==> src/rtl/uart_tx_mmio_pkg.sv <==
// Shared types and constants for the MMIO UART transmitter.
// Optional even parity is enabled by defining UART_TX_PARITY_EN.
package uart_tx_mmio_pkg;

    typedef enum logic [2:0] {
        IDLE,
        START,
        DATA,
`ifdef UART_TX_PARITY_EN
        PARITY,
`endif
        STOP
    } state_e;

    localparam logic START_BIT = 1'b0;
    localparam logic STOP_BIT  = 1'b1;
    localparam logic IDLE_LINE = 1'b1;

    function automatic int clks_per_bit(input int clk_freq, input int baud);
        return clk_freq / baud;
    endfunction

endpackage

==> src/rtl/tx_fifo.sv <==
// Synchronous byte FIFO feeding the UART transmitter.
// Depth must be a power of two so the pointers wrap naturally.
module tx_fifo #(
    parameter int DEPTH = 8,
    parameter int AW    = $clog2(DEPTH)
) (
    input  logic        clk,
    input  logic        rst,
    input  logic        push_i,
    input  logic        pop_i,
    input  logic [7:0]  wdata_i,
    output logic [7:0]  rdata_o,
    output logic        full_o,
    output logic        empty_o,
    output logic [AW:0] count_o
);

    if ((DEPTH < 2) || (DEPTH > 64) || ((DEPTH & (DEPTH - 1)) != 0)) begin : g_bad_depth
        $error("tx_fifo: DEPTH must be a power of two in 2..64");
    end

    logic [7:0]    mem_q [DEPTH];
    logic [AW-1:0] wr_ptr_q;
    logic [AW-1:0] wr_ptr_d;
    logic [AW-1:0] rd_ptr_q;
    logic [AW-1:0] rd_ptr_d;
    logic [AW:0]   count_q;
    logic [AW:0]   count_d;

    always_comb begin
        wr_ptr_d = wr_ptr_q;
        rd_ptr_d = rd_ptr_q;
        count_d  = count_q;
        if (push_i) begin
            wr_ptr_d = wr_ptr_q + 1'b1;
        end
        if (pop_i) begin
            rd_ptr_d = rd_ptr_q + 1'b1;
        end
        unique case ({push_i, pop_i})
            2'b10:   count_d = count_q + 1'b1;
            2'b01:   count_d = count_q - 1'b1;
            default: count_d = count_q;
        endcase
    end

    always_ff @(posedge clk) begin
        if (rst) begin
            wr_ptr_q <= '0;
            rd_ptr_q <= '0;
            count_q  <= '0;
        end else begin
            wr_ptr_q <= wr_ptr_d;
            rd_ptr_q <= rd_ptr_d;
            count_q  <= count_d;
        end
    end

    // Storage is not reset; the pointers alone define what is valid.
    always_ff @(posedge clk) begin
        if (push_i) begin
            mem_q[wr_ptr_q] <= wdata_i;
        end
    end

    assign rdata_o = mem_q[rd_ptr_q];
    assign full_o  = (count_q == (AW + 1)'(DEPTH));
    assign empty_o = (count_q == '0);
    assign count_o = count_q;

endmodule

==> src/rtl/uart_tx_mmio.sv <==
// Memory-mapped 8N1 UART transmitter with a store-fed FIFO.
// Define UART_TX_PARITY_EN to append an even-parity bit before stop.
module uart_tx_mmio
    import uart_tx_mmio_pkg::*;
#(
    parameter int CLK_FREQ   = 23000000,
    parameter int BAUD       = 115200,
    parameter int FIFO_DEPTH = 8
) (
    input  logic       clk,
    input  logic       rst,
    input  logic       wr_en,
    input  logic [7:0] wr_data,
    input  logic       clr_ovf,
    output logic       tx,
    output logic       busy,
    output logic       full,
    output logic       ovf
);

    localparam int CPB = clks_per_bit(CLK_FREQ, BAUD);
    localparam int BW  = (CPB > 2) ? $clog2(CPB) : 1;
    localparam int AW  = $clog2(FIFO_DEPTH);

    if (CPB < 2) begin : g_bad_baud
        $error("uart_tx_mmio: CLK_FREQ/BAUD must be at least 2");
    end

    state_e        state_q;
    state_e        state_d;
    logic [BW-1:0] baud_q;
    logic [BW-1:0] baud_d;
    logic [2:0]    bit_q;
    logic [2:0]    bit_d;
    logic [7:0]    data_q;
    logic [7:0]    data_d;
    logic          tx_q;
    logic          tx_d;
    logic          ovf_q;
    logic          ovf_d;

    logic          push;
    logic          pop;
    logic          drop;
    logic          bit_done;
    logic [7:0]    fifo_rdata;
    logic          fifo_full;
    logic          fifo_empty;
    logic [AW:0]   fifo_count;

    tx_fifo #(
        .DEPTH (FIFO_DEPTH)
    ) u_fifo (
        .clk     (clk),
        .rst     (rst),
        .push_i  (push),
        .pop_i   (pop),
        .wdata_i (wr_data),
        .rdata_o (fifo_rdata),
        .full_o  (fifo_full),
        .empty_o (fifo_empty),
        .count_o (fifo_count)
    );

    assign bit_done = (baud_q == BW'(CPB - 1));

    // A pop on this edge frees a slot, so a write to a full FIFO still lands.
    assign push = wr_en && !rst && (!fifo_full || pop);
    assign drop = wr_en && !rst && fifo_full && !pop;

    always_comb begin
        state_d = state_q;
        baud_d  = baud_q;
        bit_d   = bit_q;
        data_d  = data_q;
        pop     = 1'b0;
        if (state_q != IDLE) begin
            baud_d = bit_done ? '0 : baud_q + 1'b1;
        end
        unique case (state_q)
            IDLE: begin
                if (!fifo_empty) begin
                    pop     = 1'b1;
                    data_d  = fifo_rdata;
                    baud_d  = '0;
                    state_d = START;
                end
            end
            START: begin
                if (bit_done) begin
                    bit_d   = '0;
                    state_d = DATA;
                end
            end
            DATA: begin
                if (bit_done) begin
                    bit_d = bit_q + 1'b1;
                    if (bit_q == 3'd7) begin
`ifdef UART_TX_PARITY_EN
                        state_d = PARITY;
`else
                        state_d = STOP;
`endif
                    end
                end
            end
`ifdef UART_TX_PARITY_EN
            PARITY: begin
                if (bit_done) begin
                    state_d = STOP;
                end
            end
`endif
            STOP: begin
                if (bit_done) begin
                    if (!fifo_empty) begin
                        pop     = 1'b1;
                        data_d  = fifo_rdata;
                        state_d = START;
                    end else begin
                        state_d = IDLE;
                    end
                end
            end
            default: state_d = IDLE;
        endcase
    end

    // The line register follows the current state, one edge behind the FSM.
    always_comb begin
        tx_d = IDLE_LINE;
        unique case (state_q)
            IDLE:    tx_d = IDLE_LINE;
            START:   tx_d = START_BIT;
            DATA:    tx_d = data_q[bit_q];
`ifdef UART_TX_PARITY_EN
            PARITY:  tx_d = ^data_q;
`endif
            STOP:    tx_d = STOP_BIT;
            default: tx_d = IDLE_LINE;
        endcase
    end

    always_comb begin
        ovf_d = ovf_q;
        if (drop) begin
            ovf_d = 1'b1;
        end else if (clr_ovf) begin
            ovf_d = 1'b0;
        end
    end

    always_ff @(posedge clk) begin
        if (rst) begin
            state_q <= IDLE;
            baud_q  <= '0;
            bit_q   <= '0;
            data_q  <= '0;
            tx_q    <= IDLE_LINE;
            ovf_q   <= 1'b0;
        end else begin
            state_q <= state_d;
            baud_q  <= baud_d;
            bit_q   <= bit_d;
            data_q  <= data_d;
            tx_q    <= tx_d;
            ovf_q   <= ovf_d;
        end
    end

    assign tx   = tx_q;
    assign busy = (state_q != IDLE) || (fifo_count != '0);
    assign full = fifo_full;
    assign ovf  = ovf_q;

endmodule

==> config.mk <==
export PLATFORM = sky130hd
export DESIGN_NAME = uart_tx_mmio
export DESIGN_NICKNAME = d
export VERILOG_FILES = /design/src/rtl/uart_tx_mmio_pkg.sv /design/src/rtl/tx_fifo.sv /design/src/rtl/uart_tx_mmio.sv
export SDC_FILE = /design/constraint.sdc
export NUM_CORES = 1
export LEC_CHECK = 0
export BUFFER_PORTS_ARGS = -buffer_cell sky130_fd_sc_hd__buf_2
export CAP_MARGIN = 20
export CORE_MARGIN = 10
export CORE_UTILIZATION = 40
export DETAILED_ROUTE_END_ITERATION = 8
export GPL_TIMING_DRIVEN = 0
export SYNTH_ARGS = -nofsm -noshare
export SYNTH_HDL_FRONTEND = slang
export SYNTH_SLANG_ARGS = --single-unit
==> constraint.sdc <==
create_clock -name clk -period 8.8 [get_ports clk]
set_clock_uncertainty 0.15 [all_clocks]
set_input_delay 0.88 -clock clk [delete_from_list [all_inputs] [get_ports clk]]
set_output_delay 0.88 -clock clk [all_outputs]
set_load 0.01 [all_outputs]
; ---- Word-level counts from Yosys, hierarchy flattened
; Memories as Yosys holds them, arrays and structs flattened. A register that Yosys moved wholly into a read port is not among the register bits.
; Cells that the tools add are included.
; W data, S select, Z words.
[classes]
add_sub_neg = 6
n_mux = 30
n_reduce_logical = 20
order_cmp = 1
eq_ne = 13
[op_table]
columns = cell, n
row1 = $mux W8, 6
row2 = $mux W3, 9
row3 = $pmux W8 S2, 1
row4 = $pmux W3 S4, 1
row5 = $ne A2 B2 Y1 const B, 5
row6 = $add A3 B1 Y3 const B, 3
row7 = $add A8 B1 Y8 const B, 1
row8 = $eq A8 B8 Y1 const B, 1
row9 = $mux W1, 8
row10 = $pmux W4 S2, 1
row11 = $reduce_bool A2 Y1, 4
row12 = $eq A3 B2 Y1 const B, 2
row13 = $pmux W3 S2, 1
row14 = $reduce_and A5 Y1, 1
row15 = $add A4 B1 Y4 const B, 1
row16 = $eq A4 B4 Y1 const B, 1
row17 = $logic_and A1 B1 Y1, 4
row18 = $logic_not A4 Y1, 1
row19 = $lt A3 B4 Y1 const B, 1
row20 = $pmux W1 S2, 2
row21 = $reduce_bool A4 Y1, 1
row22 = $sub A4 B1 Y4 const B, 1
row23 = $bmux W1 S3, 1
row24 = $eq A3 B1 Y1 const B, 1
row25 = other kinds (9), 12
[totals]
out_inout_bits = 4
reg_bits = 34
mem_count = 1
inputBits = 12
word_cells = 80
ramBits = 64
[mem_list]
columns = name, words, word_bits, read_ports, rd_clocked_by_memory_dff, write_ports, line
row1 = u_fifo.mem_q, 8, 8, 1, 1, 1, tx_fifo.sv:22  ; logic [7:0] mem_q [DEPTH];

; ---- Longest topological paths before layout
; Gate-level depths: netlist (run 1).
[logic_depth]
word_depth = 8
depth_mapped = 13
mapped_depth_nobuf = 13

; ---- Modules after synthesis
; A second synthesis (run 1) with hierarchy kept.
[hier_totals]
hier_cells = 300
hier_area_um2 = 4401.7
[by_module_without_submodules]
columns = mod, area_each_um2, cells_each, n_inst
row1 = tx_fifo, 3106.7, 164, 1
row2 = uart_tx_mmio, 1295.0, 136, 1

; ---- Worst setup path before layout (run 1)
; No wires, ideal clock.
[synth_timing]
path_type = input to register
from = in rst
to = reg u_fifo.count_q[2] (netlist: u_fifo.count_o[2])
stages = 10
setup_slack_ns = 5.869
arrival_ns = 2.711
n_path_buf = 2
required_time_ns = 8.580
path_cell_list = clkbuf_1 > clkbuf_1 > nand2b_1 > ha_1 > xor2_1 > ha_1 > a21oi_1 > xor2_1 > or3_1 > a21oi_1
[synth_between]
elab_chain_len = 5
[synth_lines]
columns = element, line
row1 = "start, declared", uart_tx_mmio.sv:11  ; input logic rst,
row2 = $logic_not A1 Y1, uart_tx_mmio.sv:68  ; assign push = wr_en && !rst && (!fifo_full || pop);
row3 = $logic_and A1 B1 Y1 (2 in a row), uart_tx_mmio.sv:68
row4 = $eq A2 B1 Y1 or $eq A2 B2 Y1 (tied branches), tx_fifo.sv:40  ; unique case ({push_i, pop_i})
row5 = $pmux W4 S2 or $reduce_bool A2 Y1 (tied branches), -
row6 = "end signal, assigned", tx_fifo.sv:55  ; count_q <= count_d;
row7 = "end, declared", tx_fifo.sv:27  ; logic [AW:0] count_q;
; Several ways; a longest one is shown, not always the timed one.
; A chain may end at the register's enable or synchronous reset.

; ---- Final worst setup path (run 1)
[layout_timing]
from = reg state_q[1]
to = reg u_fifo.count_q[2] (netlist: u_fifo.count_o[2])
[layout_between]
elab_chain_len = 6
[layout_lines]
columns = element, line
row1 = "start, declared", uart_tx_mmio.sv:29  ; state_e state_q;
row2 = "start signal, assigned", uart_tx_mmio.sv:162  ; state_q <= state_d;
row3 = $eq A3 B2 Y1 or $logic_not A3 Y1 (tied branches), uart_tx_mmio.sv:80  ; unique case (state_q)
row4 = $pmux W1 S2 *, uart_tx_mmio.sv:80
row5 = $logic_or A1 B1 Y1, uart_tx_mmio.sv:68
row6 = $logic_and A1 B1 Y1, uart_tx_mmio.sv:68
row7 = $eq A2 B1 Y1 or $eq A2 B2 Y1 (tied branches), tx_fifo.sv:40
row8 = $pmux W4 S2 or $reduce_bool A2 Y1 (tied branches), -
; Mark *: on every way between the ends. The rest lies on a longest branch, timed or not.

==> results.md, run 1 <==
- Remaining global-route overflow: 0
- Largest net degree at the start of global routing: 20
- Startpoint of the worst hold path: ovf
- Most frequent cell after synthesis: sky130_fd_sc_hd__edfxtp_1
- Initial DRC Count: 216
- CTS tree: done
- Worst-case reg-to-reg path depth: 13
- Total Nets Final: 365
- Final routed wirelength across all metal layers: 8461 µm
- GR Util All Layers: 10.77%
- Async set-reset flop share out of synthesis: 0%
- Final Hold Slack: 0.3248 ns
- Sort of element at the start of the critical path: flip-flop
- Mapped Cells: 309
- Setup slack of the most critical reg-to-reg path: 5.59 ns
- Setup_tns: 0 ns
- Number of placement rows: 38
- Number of warning messages in the yosys log: 0
- Cell Pwr Density: 266.8 mW/mm²
- Placement Cell Area: 0.004793 mm²
- Data arrival time of the worst path: 3.35 ns
- Fillers: 943
- Wire length of the first global-routing pass: 13820 µm
- Detailed Place HPWL: 5923 µm
- Worst IR Drop VDD: 0.1572 mV
- Detailed-router iteration count before antenna repair: 4
- Final instance area: 0.005027 mm²
- CTS Root Cell: sky130_fd_sc_hd__clkbuf_8
- Final setup fails: 0
- Final weighted congestion of routability-driven global placement: 0.7925
- Die width: 125.8 µm
- Type of the worst min-delay path: reg -> reg
- Number of buffers created by CTS: 9
- Synth Flop Type: sky130_fd_sc_hd__edfxtp_1
- Fin crit period: 3.205 ns
- Clock Pin Slew Worst Setup and Hold Paths: 0.10 ns
- Run status: completed
- IO buf count: 15
- Antenna violations before repair: 0
- Post-synth top area cell: sky130_fd_sc_hd__edfxtp_1
- Place WS: 5.301 ns
- Proportion of netlist area held by the largest area contributor: 42.93%
- Maximum Capacitance Violations: 0
- Worst Path Class, Setup: reg -> reg
- Sequential fraction of the synthesis area: 59.03%
- Leakage dissipation: 0.001737 µW
- Top post-synthesis cells by count: sky130_fd_sc_hd__edfxtp_1 (64), sky130_fd_sc_hd__dfxtp_1 (36), sky130_fd_sc_hd__nor2_1 (18)
- Post-layout worst setup margin: 5.595 ns
- End of the critical path: u_fifo.count_o[2]
- IO Count: 16
- Post-CTS Hold Buffers: 0
- Buffer depth of the longest clock path: 2
- Post-Synthesis Mean Instance Area: 14.49 µm²
- Total count of max-transition violations in the final report: 0
- Mean routed wirelength per cell: 17.45 µm
- End of the worst register-to-register path: u_fifo.count_o[2]
- Antenna fix cells: 0
- Clk Latency, worst-skew pair: 0.37 ns
- Core Box Area: 0.01089 mm²
- Starting density of the core: 41.12%
- Measured slew at the worst slew-check pin: 0.9492 ns
- Die Span Y: 125.8 µm
- Reg-to-reg startpoint: state_q[1]
- Critical path data required time: 8.94 ns
- Period Utilization, post-route: 36.43%
- Post-CTS repair timing setup buffer count: 0
- Peak fanout along the critical path: 5
- Final Hold Fails: 0
- # resized after CTS: 0
- Number of clock sinks seen by CTS: 100
- Total number of H-tree levels: 3
- Register bit count reported by yosys: 100
- # DRC: 0
- Total nets after synthesis: 334
- Average vias per placed instance: 5.392
- Count of antenna-violating nets left after detailed routing: 0
- Die ar.: 0.01582 mm²
- Summed instance area of the synthesized netlist: 0.004477 mm²
- Via count: 2615
- Area delta synth->final: 12.30%
- Highest attainable clock frequency: 312.0 MHz
- Number of global-route vias before repair: 2616
- Synth top area cells: sky130_fd_sc_hd__edfxtp_1 (43%), sky130_fd_sc_hd__dfxtp_1 (16%), sky130_fd_sc_hd__mux4_1 (5.9%)
- Max-Slew Margin vs Limit: 36.49%
- Ratio of cells with drive above 1 in the final layout: 21.74%
- Number of enable flip-flop cells after synthesis: 64
- Distinct cell type count after synthesis: 59
- Start point of the critical path: state_q[1]
- Endpoint class of the critical path: flip-flop
- Unrepaired setup endpoints after global routing: no
## state kept, by name (all words and copies together) (netlist names), named ones only
| signal | count |
|---|---|
| u_fifo.rd_ptr_q | 3 |
| u_fifo.count_o | 4 |
| bit_q | 3 |
| tx | 1 |
| data_q | 8 |
| baud_q | 8 |
| state_q | 2 |
| u_fifo.wr_ptr_q | 3 |
| u_fifo.mem_q | 64 |
| ovf | 1 |
## cell type report
type                       instances  area [µm²]  area share, %
inverter                           5       18.77         0.3733
buffer                            14       88.84          1.767
multi-input combinational        190        1755          34.92
timing repair buffer              20       112.6          2.240
tap                              140       175.2          3.484
clock buffer                       9       123.9          2.464
clock inverter                     7       110.1          2.190
sequential                       100        2643          52.56
## critical path: stages (launching register included)
cell,delay [ns]
sky130_fd_sc_hd__dfxtp_1,0.39
sky130_fd_sc_hd__inv_1,0.09
sky130_fd_sc_hd__ha_1,0.34
sky130_fd_sc_hd__nand2b_1,0.20
sky130_fd_sc_hd__nor4_2,0.35
sky130_fd_sc_hd__or2_1,0.21
sky130_fd_sc_hd__nand2b_1,0.09
sky130_fd_sc_hd__ha_1,0.28
sky130_fd_sc_hd__xor2_1,0.16
sky130_fd_sc_hd__ha_1,0.18
sky130_fd_sc_hd__a21oi_1,0.14
sky130_fd_sc_hd__xor2_1,0.09
sky130_fd_sc_hd__or3_1,0.31
sky130_fd_sc_hd__a21oi_1,0.15
## per-layer routing
| metal | track usage, % | share of wire (%) | wire, µm | up-vias |
|---|---|---|---|---|
| met1 | 13.81 | 46 | 3894 | 1286 |
| met3 | 2.643 | 4.4 | 371 | 12 |
| met5 | 0 | 0 | 0 | - |
| met2 | 17.28 | 48 | 4046 | 49 |
| li1 | - | - | - | 1268 |
| met4 | 3.952 | 1.7 | 148 | 0 |
## per-stage QoR
stage          total power [µW]  util [%]  std cells
4_1_cts                    1356     46.17        485
5_1_grt                    1420     46.17        485
3_3_place_gp               1005     43.42        464
3_5_place_dp               1017     44.02        469
6_report                   1341     46.17        485
2_1_floorplan             915.8         -        309
## report_power, final
| group | leakage (µW) | switching, µW | total (µW) | internal, µW |
|---|---|---|---|---|
| logic | 0.000750 | 235 | 423 | 188 |
| clock network | 0.000116 | 167 | 334 | 167 |
| registers | 0.000871 | 37.1 | 584 | 547 |
| total | 0.00174 | 439 | 1340 | 902 |
## cell families after synthesis
| kind of cell | Yosys count | share of synthesized area (%) |
|---|---|---|
| flip-flops | 100 | 59.03 |
| AO/OA/AOI/OAI | 50 | 7.463 |
| adder cells (fa/ha/maj) | 13 | 3.633 |
| buffers and inverters | 19 | 2.404 |
| AND/OR/NAND/NOR | 87 | 12.41 |
| multiplexers | 36 | 14.28 |
| XOR/XNOR | 4 | 0.7827 |
## cell usage in the layout (no fill, tap or decap), types with 3 or more instances in the layout
master and count:
sky130_fd_sc_hd__ha_1 13, sky130_fd_sc_hd__o21ai_1 5, sky130_fd_sc_hd__buf_2 19, sky130_fd_sc_hd__nor2b_1 6
sky130_fd_sc_hd__or3_1 4, sky130_fd_sc_hd__mux4_2 8, sky130_fd_sc_hd__mux4_1 10, sky130_fd_sc_hd__mux2i_1 5
sky130_fd_sc_hd__mux2_2 8, sky130_fd_sc_hd__a31oi_1 3, sky130_fd_sc_hd__mux2_1 5, sky130_fd_sc_hd__nand2_1 6
sky130_fd_sc_hd__dfxtp_1 36, sky130_fd_sc_hd__inv_8 3, sky130_fd_sc_hd__buf_4 5, sky130_fd_sc_hd__edfxtp_1 64
sky130_fd_sc_hd__inv_1 5, sky130_fd_sc_hd__nor4_2 4, sky130_fd_sc_hd__o21ai_0 10, sky130_fd_sc_hd__clkbuf_8 9
sky130_fd_sc_hd__clkbuf_1 7, sky130_fd_sc_hd__xor2_1 3, sky130_fd_sc_hd__nor2_1 18, sky130_fd_sc_hd__a21oi_1 11
sky130_fd_sc_hd__nor3_2 3, sky130_fd_sc_hd__nand3_1 9, sky130_fd_sc_hd__nand2b_1 13, sky130_fd_sc_hd__nor3_1 3
sky130_fd_sc_hd__a22o_1 9
## worst min-delay path by stage
stage / cells past startpoint / slack, ns / to
after detailed placement: 1 / 0.31 / data_q[4]
after floorplan: 1 / 0.29 / data_q[2]
after global routing: 2 / 0.36 / ovf
final: 2 / 0.32 / ovf
after global placement: 2 / 0.31 / ovf
after CTS: 2 / 0.33 / ovf
Power figures use the tool's default switching activity.
==> inputs of run 2 (changes only) <==
==> constraint.sdc (replaced) <==
create_clock -name clk -period 2.8 [get_ports clk]
set_clock_uncertainty 0.15 [all_clocks]
set_input_delay 0.28 -clock clk [delete_from_list [all_inputs] [get_ports clk]]
set_output_delay 0.28 -clock clk [all_outputs]
set_load 0.01 [all_outputs]
==> results.md, run 2 (same netlist as run 1, synthesis figures left out) <==
- Final Hold Fails: 0
- Register bank with the most flops: u_fifo.mem_q
- Run status: finished, violations left
- Highest attainable clock frequency: 355.6 MHz
- Cell breakdown of the critical path: inv_2 -> ha_4 -> nand2b_4 -> nor4_4 -> or2_1 -> nand2b_4 -> ha_4 -> xor2_1 -> ha_1 -> a21oi_2 -> xor2_1 -> or3_1 -> a21oi_1
- Ratio of cells with drive above 1 in the final layout: 28.90%
- Average vias per placed instance: 5.426
- Setup slack of the most critical reg-to-reg path: -0.01 ns
- Die ar.: 0.01582 mm²
- Clk Latency, worst-skew pair: 0.37 ns
- Area used by sequential logic in the layout: 0.002650 mm²
- Crit path largest cell delay: 0.38 ns
- Die Span Y: 125.8 µm
- Cell Pwr Density: 843.4 mW/mm²
- Fillers: 944
- Clock Pin Slew Worst Setup and Hold Paths: 0.10 ns
- Setup_tns: -0.04443 ns
- Maximum Capacitance Violations: 0
- Total Nets Final: 373
- Place WS: -0.3137 ns
- Max reg flops: 64
- CP bufs+invs: 1
- Area delta synth->final: 16.07%
- Violations in the final reports: negative setup slack
- Fin crit period: 2.812 ns
- GR Util All Layers: 11.21%
- Worst IR Drop VDD: 0.4227 mV
- # DRC: 0
- Worst Path Class, Setup: reg -> reg
- IO buf count: 15
- Peak fanout along the critical path: 5
- Detailed Place HPWL: 6033 µm
- Via count: 2675
- Core Box Area: 0.01089 mm²
- Mean routed wirelength per cell: 18.07 µm
- Period Utilization, post-route: 100.4%
- CP delay by family, top: simple AND/OR/NAND/NOR gates
- Buffer depth of the longest clock path: 2
- Total number of H-tree levels: 3
- Antenna fix cells: 0
- Post-layout worst setup margin: -0.01211 ns
- Final routed wirelength across all metal layers: 8907 µm
- CTS Root Cell: sky130_fd_sc_hd__clkbuf_8
- IO Count: 16
- Number of placement rows: 38
- Measured slew at the worst slew-check pin: 0.9794 ns
- End of the worst register-to-register path: u_fifo.count_o[2]
- Initial DRC Count: 194
- Detailed-router iteration count before antenna repair: 5
- Starting density of the core: 41.12%
- Startpoint of the worst hold path: clr_ovf
- Number of buffers created by CTS: 9
- Number of clock sinks seen by CTS: 100
- Area taken by multi-input logic gates: 0.001907 mm²
- Leading cell types in the layout, fill and taps excluded: sky130_fd_sc_hd__edfxtp_1 (64), sky130_fd_sc_hd__dfxtp_1 (32), sky130_fd_sc_hd__buf_2 (19)
- Largest net degree at the start of global routing: 19
- Reg-to-reg startpoint: state_q[1]
- Leakage dissipation: 0.001803 µW
- Type of the worst min-delay path: in -> reg
- Wire length of the first global-routing pass: 14420 µm
- Sort of element at the start of the critical path: flip-flop
- Critical path data required time: 2.96 ns
- Count of antenna-violating nets left after detailed routing: 0
- Data arrival time of the worst path: 2.97 ns
- CTS tree: done
- Antenna violations before repair: 0
- Worst-case reg-to-reg path depth: 13
- Final weighted congestion of routability-driven global placement: 0.7810
- Die width: 125.8 µm
- Cell type of the slowest stage on the worst timing path: sky130_fd_sc_hd__dfxtp_4
- Total count of max-transition violations in the final report: 0
- Post-CTS Hold Buffers: 0
- Most common cell after layout, fill and taps aside: sky130_fd_sc_hd__edfxtp_1
- Number of cells on the worst hold path: 3
- End point of the worst hold path: ovf
- Remaining global-route overflow: 0
- Unrepaired setup endpoints after global routing: yes
- Number of global-route vias before repair: 2700
- Max-Slew Margin vs Limit: 34.46%
- Largest registers: u_fifo.mem_q (64), baud_q (8), data_q (8)
- Endpoint class of the critical path: flip-flop
- Final setup fails: 9
## run 2: timing repair
action | in CTS | in global routing
gates resized for setup | 15 | 10
endpoints found under the setup margin | 51 | 32
setup buffers | 6 | 4
pin swaps | 6 | 4
## run 2: cell type report
class                           instances  share of cell area (%)
Clock inverter                          7                   1.084
Timing Repair Buffer                   29                   3.467
Buffer                                 13                   1.637
Inverter                                5                  0.3612
Clock buffer                            9                   2.384
Tap cell                              140                   3.371
Multi-Input combinational cell        190                   36.70
Sequential cell                       100                   51.00
## run 2: power breakdown
part	internal, µW	switching (µW)	leakage, µW
clock network	337	523	0.0000915
logic	825	843	0.000838
registers	1730	127	0.000873
total	2890	1490	0.00180
## run 2: stage by stage
stage | area, µm² | utilization, % | hold WS, ns | cells | total power (µW)
6_report | 5196 | 47.72 | 0.02393 | 493 | 4382
5_1_grt | 5196 | 47.72 | 0.01863 | 493 | 4657
4_1_cts | 5126 | 47.08 | 0.004995 | 489 | 4269
3_5_place_dp | 4808 | 44.16 | 0.3152 | 468 | 3231
3_3_place_gp | 4750 | 43.62 | 0.3099 | 464 | 3190
2_1_floorplan | 4499 | - | 0.2289 | 309 | 2906
## run 2: how the worst max path moves through the flow
stage	from	cells after the start	slack (ns)	endpoint
floorplan	state_q[0]	13	0.002	u_fifo.count_o[2]
global placement	state_q[1]	6	-0.95	u_fifo.mem_q[1][6]
detailed placement	state_q[1]	12	-0.31	u_fifo.count_o[3]
CTS	state_q[0]	11	0.002	u_fifo.count_o[3]
global route	state_q[1]	13	-0.17	u_fifo.count_o[2]
finish	state_q[1]	13	-0.01	u_fifo.count_o[2]
## run 2: worst min-delay path, cell delays in order
cell and delay, ns:
sky130_fd_sc_hd__buf_2 0.07, sky130_fd_sc_hd__nand2b_1 0.09, sky130_fd_sc_hd__a21oi_1 0.05
## run 2: routing by layer
metal / wire length [µm] / share of wire (%) / vias to the layer above / track usage [%]
li1: - / - / 1286 / -
met2: 4438 / 50 / 57 / 18.60
met3: 391 / 4.4 / 9 / 3.104
met4: 101 / 1.1 / 0 / 3.282
met5: 0 / 0 / - / 0
met1: 3975 / 45 / 1323 / 13.98
==> inputs of run 3 (changes only) <==
--- a/config.mk
+++ b/config.mk
@@ -5,6 +5,7 @@
 export SDC_FILE = /design/constraint.sdc
 export NUM_CORES = 1
 export LEC_CHECK = 0
+export ABC_AREA = 1
 export BUFFER_PORTS_ARGS = -buffer_cell sky130_fd_sc_hd__buf_2
 export CAP_MARGIN = 20
 export CORE_MARGIN = 10
==> results.md, run 3 <==
- Clk Latency, worst-skew pair: 0.37 ns
- Post-CTS repair timing setup buffer count: 0
- Remaining global-route overflow: 0
- Most frequent cell after synthesis: sky130_fd_sc_hd__nor2_1
- Maximum Capacitance Violations: 0
- Number of placement rows: 38
- Die ar.: 0.01569 mm²
- Register bit count reported by yosys: 100
- Async set-reset flop share out of synthesis: 0%
- GR Util All Layers: 12.20%
- Relative contribution of combinational cells to total power: 36.3%
- Starting density of the core: 40.89%
- Crit path largest cell delay: 0.77 ns
- Total count of max-transition violations in the final report: 0
- Initial DRC Count: 200
- Unrepaired setup endpoints after global routing: yes
- Clock Pin Slew Worst Setup and Hold Paths: 0.10 ns
- Sequential fraction of the synthesis area: 59.61%
- Final setup fails: 0
- Sort of element at the start of the critical path: flip-flop
- Endpoint class of the critical path: flip-flop
- Number of global-route vias before repair: 2917
- Highest attainable clock frequency: 385.9 MHz
- Max-Slew Margin vs Limit: 33.98%
- Antenna violations before repair: 0
- Number of warning messages in the yosys log: 0
- Area delta synth->final: 10.47%
- # DRC: 0
- Power share of the sequential group: 43.3%
- Die Span Y: 125.3 µm
- Leakage dissipation: 0.001767 µW
- Distinct cell type count after synthesis: 41
- Detailed-router iteration count before antenna repair: 5
- Switching portion of total power: 39.53%
- Average vias per placed instance: 5.186
- Crit-path most repeated cell: sky130_fd_sc_hd__nand3_4
- Run status: completed
- Worst IR Drop VDD: 0.3217 mV
- Final weighted congestion of routability-driven global placement: 0.8008
- Final Hold Fails: 0
- Final routed wirelength across all metal layers: 9540 µm
- Post-synth top area cell: sky130_fd_sc_hd__edfxtp_1
- CTS tree: done
- Final instance area: 0.004897 mm²
- Leading cell types in the layout, fill and taps excluded: sky130_fd_sc_hd__nor2_1 (69), sky130_fd_sc_hd__edfxtp_1 (64), sky130_fd_sc_hd__nand2_1 (55)
- Measured slew at the worst slew-check pin: 0.9867 ns
- Peak fanout along the critical path: 8
- Cell breakdown of the critical path: inv_1 -> ha_1 -> nor2_4 -> nand2_4 -> nand3_4 -> nand3_4 -> nor2_1
- IO buf count: 15
- Number of buffers created by CTS: 9
- Fin crit period: 2.592 ns
- Synth top area cells: sky130_fd_sc_hd__edfxtp_1 (43%), sky130_fd_sc_hd__dfxtp_1 (16%), sky130_fd_sc_hd__nor2_1 (5.8%)
- Final Hold Slack: 0.02064 ns
- Max reg flops: 64
- Detailed Place HPWL: 6304 µm
- Total Nets Final: 481
- Ratio of cells with drive above 1 in the final layout: 14.97%
- Fillers: 1034
- Post-Synthesis Mean Instance Area: 10.33 µm²
- Number of enable flip-flop cells after synthesis: 64
- Antenna fix cells: 0
- Largest net degree at the start of global routing: 19
- Cell type of the slowest stage on the worst timing path: sky130_fd_sc_hd__nor2_1
- Largest registers: u_fifo.mem_q (64), baud_q (8), data_q (8)
- Reg-to-reg startpoint: state_q[0]
- Power spent charging and discharging nets: 1679 µW
- Top post-synthesis cells by count: sky130_fd_sc_hd__nor2_1 (69), sky130_fd_sc_hd__edfxtp_1 (64), sky130_fd_sc_hd__nand2_1 (55)
- Cell Pwr Density: 867.4 mW/mm²
- Number of clock sinks seen by CTS: 100
- Total number of H-tree levels: 3
- Critical path data required time: 2.65 ns
- IO Count: 16
- Data arrival time of the worst path: 2.44 ns
- Most common cell after layout, fill and taps aside: sky130_fd_sc_hd__nor2_1
- Worst Path Class, Setup: reg -> reg
- Buffer depth of the longest clock path: 2
- Clock power share: 20.4%
- Placement Cell Area: 0.004683 mm²
- Proportion of netlist area held by the largest area contributor: 43.35%
- Type of the worst min-delay path: in -> reg
- Via count: 3117
- Total nets after synthesis: 454
- Summed instance area of the synthesized netlist: 0.004433 mm²
- Core Box Area: 0.01084 mm²
- Startpoint of the worst hold path: wr_data[7]
- Die width: 125.3 µm
- Period Utilization, post-route: 92.56%
- Mapped Cells: 429
- Wire length of the first global-routing pass: 15380 µm
- Register bank with the most flops: u_fifo.mem_q
- Mean routed wirelength per cell: 15.87 µm
- Internal portion of total power: 2569 µW
- Setup_tns: 0 ns
- Start point of the critical path: state_q[0]
- Synth Flop Type: sky130_fd_sc_hd__edfxtp_1
- CTS Root Cell: sky130_fd_sc_hd__clkbuf_8
- Count of antenna-violating nets left after detailed routing: 0
-- run 3: changes by cell type after synthesis, moves of 9 or more --
cell and change:
sky130_fd_sc_hd__nor2_1 +51, sky130_fd_sc_hd__nand2_1 +49, sky130_fd_sc_hd__o21ai_0 +33, sky130_fd_sc_hd__inv_1 +23, sky130_fd_sc_hd__a21oi_1 +14, sky130_fd_sc_hd__o211ai_1 +14, sky130_fd_sc_hd__nand2b_1 -13, sky130_fd_sc_hd__mux4_1 -10
sky130_fd_sc_hd__a22o_1 -9
-- run 3: routing by layer --
layer	GRT usage, %	routed length (µm)	vias to the layer above
li1	-	-	1537
met1	16.52	4586	1475
met2	17.86	4272	91
met5	0	0	-
met3	1.986	453	14
met4	7.385	228	0
-- run 3: metrics by stage --
| stage | util [%] | instances | worst slack, ns | total power (µW) |
|---|---|---|---|---|
| global route | 45.18 | 601 | -0.004265 | 4554 |
| CTS | 44.96 | 601 | 0.07532 | 4236 |
| detailed placement | 43.20 | 584 | 0.09599 | 3381 |
| finish | 45.18 | 601 | 0.2083 | 4248 |
| global placement | 43.20 | 584 | 0.1757 | 3344 |
| floorplan | - | 429 | 0.3190 | 2964 |
-- run 3: timing repair --
action | 4_1_cts | 5_1_grt
setup endpoints to repair | 0 | 8
hold endpoints to repair | 1 | 0
gates resized for setup | 0 | 5
hold buffers | 1 | 0
-- run 3: final cells by class --
class / count / area [µm²] / area share (%)
Tap cell: 140 / 175.2 / 3.577
Timing Repair Buffer: 16 / 85.08 / 1.737
Buffer: 14 / 67.56 / 1.380
Clock buffer: 9 / 123.9 / 2.529
Clock inverter: 7 / 56.30 / 1.150
Inverter: 32 / 120.1 / 2.453
Sequential cell: 100 / 2643 / 53.96
Multi-Input combinational cell: 283 / 1627 / 33.21
-- run 3: worst max-delay path: cells and delay by family (launching register included) --
kind	cells	cell delay (ns)
flops	1	0.37
buf+inv	1	0.08
fa+ha+maj	1	0.36
simple gates	5	1.26
-- run 3: final timing paths --
path	to	slack [ns]	cells past startpoint
setup / recovery	u_fifo.mem_q[1][3]	0.21	7
hold / removal	u_fifo.mem_q[3][7]	0.02	1
setup reg to reg	u_fifo.mem_q[1][3]	0.21	7
hold reg to reg	data_q[0]	0.32	2
-- run 3: cell families (layout without fill, tap and decap cells) --
kind of cell / Yosys count / in the layout / synth area share (%)
flops: 100 / 100 / 59.61
xor+xnor: 7 / 7 / 1.383
compound gates: 96 / 96 / 12.67
buf+inv: 46 / 78 / 4.234
fa+ha+maj: 13 / 13 / 3.669
simple gates: 167 / 167 / 18.43
-- run 3: power groups by stage --
stage | clock network (µW) | registers (µW) | logic [µW]
after floorplan | 0 | 1840 | 1120
after global placement | 0 | 1870 | 1480
after detailed placement | 0 | 1870 | 1510
after CTS | 883 | 1840 | 1520
after global routing | 930 | 1860 | 1760
final | 867 | 1840 | 1540
